**config.mk**
```make
export PLATFORM = sky130hd
export DESIGN_NAME = imem_loader
export DESIGN_NICKNAME = d
export VERILOG_FILES = /design/src/rtl/cpu_pkg.sv /design/src/rtl/byte_packer.sv /design/src/rtl/imem_loader.sv
export SDC_FILE = /design/constraint.sdc
export NUM_CORES = 1
export LEC_CHECK = 0
export ABC_AREA = 1
export CAP_MARGIN = 5
export CORE_MARGIN = 10
export CORE_UTILIZATION = 51
export DETAILED_ROUTE_END_ITERATION = 8
export HOLD_SLACK_MARGIN = 0.08
export PLACE_DENSITY = 0.82
export SLEW_MARGIN = 0
export SYNTH_ARGS = -nofsm -noshare
export SYNTH_HDL_FRONTEND = slang
export SYNTH_SLANG_ARGS = --single-unit
```
**constraint.sdc**
```tcl
create_clock -name clk -period 3 [get_ports clk]
set_input_delay 0.9 -clock clk [delete_from_list [all_inputs] [get_ports clk]]
set_output_delay 0.9 -clock clk [all_outputs]
set_load 0.02 [all_outputs]
```
**src/rtl/cpu_pkg.sv**
```systemverilog
// cpu_pkg: shared FSM state encoding and word-geometry constants for the instruction-memory loader.
package cpu_pkg;
  typedef enum logic [1:0] {IDLE, COLLECT, WRITE, DONE} state_t;
  localparam int DEF_DATA_WIDTH = 32;
  localparam int BYTES_PER_WORD = DEF_DATA_WIDTH / 8;
  function automatic int bytes_per_word(input int dw);
    return dw / 8;
  endfunction
endpackage

```
**src/rtl/byte_packer.sv**
```systemverilog
// byte_packer: byte index counter and little-endian assembly register; full is the word including the byte on byte_in.
module byte_packer
  import cpu_pkg::*;
#(
  parameter int DATA_WIDTH = DEF_DATA_WIDTH
) (
  input  logic                  clk,
  input  logic                  rst_n,
  input  logic                  clr,
  input  logic                  accept,
  input  logic [7:0]            byte_in,
  output logic [DATA_WIDTH-1:0] full,
  output logic                  last
);
  localparam int BPW = bytes_per_word(DATA_WIDTH);
  localparam int IW = BPW > 1 ? $clog2(BPW) : 1;
  logic [IW-1:0]         idx;
  logic [DATA_WIDTH-1:0] sr;
  assign last = idx == IW'(BPW - 1);
  // new bytes enter at the top, so after BPW bytes the first one sits in [7:0]
  assign full = (sr >> 8) | (DATA_WIDTH'(byte_in) << (DATA_WIDTH - 8));
  always_ff @(posedge clk) begin
    if (!rst_n || clr) begin
      idx <= '0;
      sr  <= '0;
    end else if (accept) begin
      idx <= last ? '0 : idx + 1'b1;
      sr  <= full;
    end
  end
endmodule

```
**src/rtl/imem_loader.sv**
```systemverilog
// imem_loader: streams bytes into full little-endian words and writes them to sequential memory addresses.
// Optional macro IMEM_LOADER_CHECKSUM_EN enables the modulo-256 byte checksum on o_checksum.
module imem_loader
  import cpu_pkg::*;
#(
  parameter int DATA_WIDTH = BYTES_PER_WORD * 8,
  parameter int ADDR_WIDTH = 8
) (
  input  logic                  clk,
  input  logic                  i_rst_n,
  input  logic                  i_start,
  input  logic [ADDR_WIDTH:0]   i_word_count,
  input  logic                  i_byte_valid,
  input  logic [7:0]            i_byte,
  output logic                  o_byte_ready,
  output logic                  o_we,
  output logic [ADDR_WIDTH-1:0] o_waddr,
  output logic [DATA_WIDTH-1:0] o_di,
  output logic                  o_busy,
  output logic                  o_done,
  output logic [7:0]            o_checksum
);
  localparam logic [ADDR_WIDTH:0] CAP = {1'b1, {ADDR_WIDTH{1'b0}}};
  state_t                state, nxt;
  logic [ADDR_WIDTH:0]   cnt, cnt_in;
  logic [ADDR_WIDTH-1:0] addr;
  logic [DATA_WIDTH-1:0] full;
  logic                  start_ok, accept, last, last_word;
  assign start_ok  = i_start && (state == IDLE || state == DONE);
  assign accept    = i_byte_valid && o_byte_ready;
  assign cnt_in    = i_word_count > CAP ? CAP : i_word_count;
  assign last_word = {1'b0, addr} + (ADDR_WIDTH + 1)'(1) == cnt;
  byte_packer #(.DATA_WIDTH(DATA_WIDTH)) u_packer (
    .clk    (clk),
    .rst_n  (i_rst_n),
    .clr    (start_ok),
    .accept (accept),
    .byte_in(i_byte),
    .full   (full),
    .last   (last)
  );
  always_comb begin
    nxt = start_ok           ? (cnt_in == '0 ? DONE : COLLECT)
        : state == COLLECT   ? (accept && last ? WRITE : COLLECT)
        : state == WRITE     ? (last_word ? DONE : COLLECT)
        : state;
  end
  // outputs are registered from the next state so they line up with the state register
  always_ff @(posedge clk) begin
    if (!i_rst_n) begin
      state        <= IDLE;
      cnt          <= '0;
      addr         <= '0;
      o_we         <= 1'b0;
      o_byte_ready <= 1'b0;
      o_busy       <= 1'b0;
      o_done       <= 1'b0;
      o_waddr      <= '0;
      o_di         <= '0;
    end else begin
      state        <= nxt;
      o_we         <= nxt == WRITE;
      o_byte_ready <= nxt == COLLECT;
      o_busy       <= nxt == COLLECT || nxt == WRITE;
      o_done       <= nxt == DONE;
      if (start_ok) begin
        cnt  <= cnt_in;
        addr <= '0;
      end else if (state == WRITE && !last_word) begin
        addr <= addr + 1'b1;
      end
      if (accept && last) begin
        o_waddr <= addr;
        o_di    <= full;
      end
    end
  end
`ifdef IMEM_LOADER_CHECKSUM_EN
  always_ff @(posedge clk) begin
    if (!i_rst_n || start_ok) o_checksum <= '0;
    else if (accept) o_checksum <= o_checksum + i_byte;
  end
`else
  assign o_checksum = '0;
`endif
endmodule

```
==> key figures <==
Synthesis
  – Seq/Total Area, Yosys: 0.4821
  – Synth Cell Area: ~3700 um2
  – Synth async-reset ratio: 0
  – Avg Inst Size Synth: between 7 and 8 um2
  – EDFF count, synth: 0
  – Cells after synthesis: 506
  – Main synth FF type: dfxtp_1
  – Synth cell types: 26
  – Synth warn: 0
  – #FFs+latches synth: 89

Placement
  – HPWL Detailed: 6.675 mm
  – IO buf count: 64
  – Area post-placement: 4404 um2
  – Dpl cells: 653
  – Dpl ws: 0.1787 ns
  – Placer Congestion: 0.9078

Power and ir drop
  – Sequential share of power: 0.546
  – Pwr Total: 2.209 mW
  – Pwr Density: 480.0 nW/um2
  – Switch Pwr: 555.6 uW
  – Gate power share: 0.080
  – Peak supply drop: 568.5 uV
  – Sw Ratio: 0.2515
  – Pleak: around 1.8 nW
  – Internal: 1.654 mW
  – Clock share of power: 0.374

Clock network
  – Clock slew at reported path FFs: 0.09 ns
  – Skew-Pair Late Insertion Delay: 0.35 ns
  – Post-CTS Setup Repair Bufs: 0
  – Clock buffer count from CTS: 9
  – # hold bufs at CTS: 0
  – TritonCTS clock tree: built
  – Post-CTS Resized: 0
  – CTS H-tree lvls: 3
  – Clk sinks: 89
  – CTS Buffer Depth: 2
  – Clk root buf: clkbuf_8

Layout
  – Fill count: 617
  – NumNets Final: around 600
  – Final Non-Filler Cells: about 670
  – Final Cell Area: 4603 um2
  – Fin util: 0.6665
  – Share of cells above drive strength 1: 0.07330
  – # diodes: 0
  – Area grow syn2layout: 24.54%

Timing
  – Fin crit share: 0.8317
  – Slew @ Worst Pin: 0.6142 ns
  – Tmin final: 2.495 ns
  – Fin. max-slew vios: 0
  – RSZ-0062 raised after global routing: no
  – Hold Violations, Final: 0
  – Slew HR: 0.5905
  – Clock Skews: 0.009602 ns
  – Post-route setup TNS: 0 ns
  – Final setup fails: 0
  – Max Fclk: 0.4008 GHz
  – Worst setup margin: 0.5050 ns
  – Fin Hold WS: about 0.46 ns

Drt
  – Vias/cell: 5.049
  – Post-DRT Antenna Nets: 0
  – Via count: between 3000 and 4000
  – DR WL/cell: 14.19 um
  – # DRC: 0
  – First-pass iteration count of the detailed router: 4
  – Total wire length: roughly 9.5 mm
  – Initial DRC count: roughly 160

Floorplan
  – Width of the die: between 100 and 150 um
  – Initial Util: 0.5351
  – Rows: 30
  – Ports: 73
  – Die ar.: 11050 um2
  – DIE HEIGHT: 105.1 um
  – Core footprint: 6907 um2

Setup path
  – Critical Setup Path Class: in -> reg
  – CP startpoint kind: input pin
  – Arrival time worst endpoint: 2.73 ns
  – CP Max Fanout: 4
  – Crit. End Element: flop
  – WP data required: 3.23 ns

Global routing
  – Pin count of the biggest net entering global routing: between 40 and 50
  – First-pass GRT wire length: 16.35 mm
  – Number of global-route vias before repair: 3435
  – GRT Total Usage: 0.1744
  – Initial antenna violation count: 0
  – Total gr overflow: 0

Hold path
  – Hold crit path type: reg -> reg

Status
  – Status: finished clean

Job
  – Max_cap viols: 0
[flip-flops by register name, indices dropped and copies added, names as in the netlist, named ones only]
name          flops
addr              8
cnt               9
o_busy            1
o_byte_ready      1
o_di             32
o_done            1
o_waddr           8
o_we              1
state             1
u_packer.idx      2
u_packer.sr      24
[logic make-up after synthesis]
family                   Yosys count  share of synthesized area
buffers and inverters             70                    0.08192
AND/OR/NAND/NOR                  241                     0.2712
adder cells (fa/ha/maj)            8                    0.02708
other                              1                   0.001015
flip-flops                        89                     0.4821
AO/OA/AOI/OAI                     97                     0.1368
[worst max-delay path: stages]
cell and delay [ns]:
clkdlybuf4s50_1 0.45, nor2_1 0.13, nand2_1 0.05, o21ai_0 0.23, buf_4 0.18, nand2_1 0.08, nand4_1 0.10, nor2_1 0.05
nor2_1 0.12, nand2_1 0.11, ha_1 0.28, nor2_1 0.04
[cell usage after synthesis (3+ instances only)]
| master | instances | area share |
|---|---|---|
| nand2_1 | 159 | 0.16 |
| dfxtp_1 | 89 | 0.48 |
| a21oi_1 | 66 | 0.089 |
| nor2_1 | 39 | 0.040 |
| inv_1 | 37 | 0.038 |
| nand3_1 | 23 | 0.031 |
| o21ai_0 | 22 | 0.030 |
| clkbuf_1 | 17 | 0.017 |
| buf_4 | 8 | 0.016 |
| ha_1 | 8 | 0.027 |
| nand2_2 | 6 | 0.010 |
| o22ai_1 | 5 | 0.0085 |
| nand4_1 | 3 | 0.0051 |
| nor2_2 | 3 | 0.0051 |
| nor3_1 | 3 | 0.0041 |
| o32ai_1 | 3 | 0.0071 |
[path summary, 6_finish.rpt]
path                         startpoint                 endpoint  slack [ns]  cells past startpoint
hold / removal    o_di[24]$_SDFFE_PN0P_    o_di[24]$_SDFFE_PN0P_        0.46                      2
setup reg to reg   addr[1]$_SDFFE_PP0P_  o_byte_ready$_SDFF_PN0_        0.92                     15
setup / recovery        i_word_count[2]        o_busy$_SDFF_PN0_        0.50                     12
hold reg to reg   o_di[24]$_SDFFE_PN0P_    o_di[24]$_SDFFE_PN0P_        0.46                      2
[cells in the final DEF (no fill, tap or decap), types with 3 or more instances in the layout]
| cell type | n |
|---|---|
| nand2_1 | 159 |
| ha_1 | 8 |
| nand3_1 | 23 |
| conb_1 | 8 |
| o21ai_0 | 22 |
| nor2_2 | 4 |
| nor2_1 | 38 |
| nand2_2 | 6 |
| dfxtp_1 | 89 |
| nand4_1 | 3 |
| a21oi_1 | 66 |
| clkbuf_8 | 9 |
| nor3_1 | 3 |
| inv_6 | 3 |
| o22ai_1 | 5 |
| buf_4 | 9 |
| o32ai_1 | 3 |
| inv_1 | 37 |
| clkdlybuf4s50_1 | 64 |
[cell type report]
class	count	area [um2]	area share
Sequential cell	89	1782	0.3871
Multi-Input combinational cell	354	1640	0.3563
Timing Repair Buffer	73	708.2	0.1538
Inverter	41	153.9	0.03343
Clock buffer	9	123.9	0.02691
Tap cell	96	120.1	0.02609
Clock inverter	7	75.07	0.01631
[layer usage]
metal,global-route usage,part of all wire,vias to the layer above
met5,0,0,-
met4,0.05882,0.017,0
met3,0.06204,0.064,14
met2,0.2923,0.47,90
met1,0.2017,0.45,1548
li1,-,-,1726
[power by group through the flow]
| stage | Combinational [mW] | Clock [mW] | Sequential (mW) |
|---|---|---|---|
| global route | 0.196 | 0.888 | 1.21 |
| detailed placement | 0.173 | 0 | 1.23 |
| finish | 0.176 | 0.826 | 1.21 |
| CTS | 0.175 | 0.835 | 1.21 |
| global placement | 0.170 | 0 | 1.23 |
| floorplan | 0.108 | 0 | 1.24 |
(Power assumes the default switching activity.)
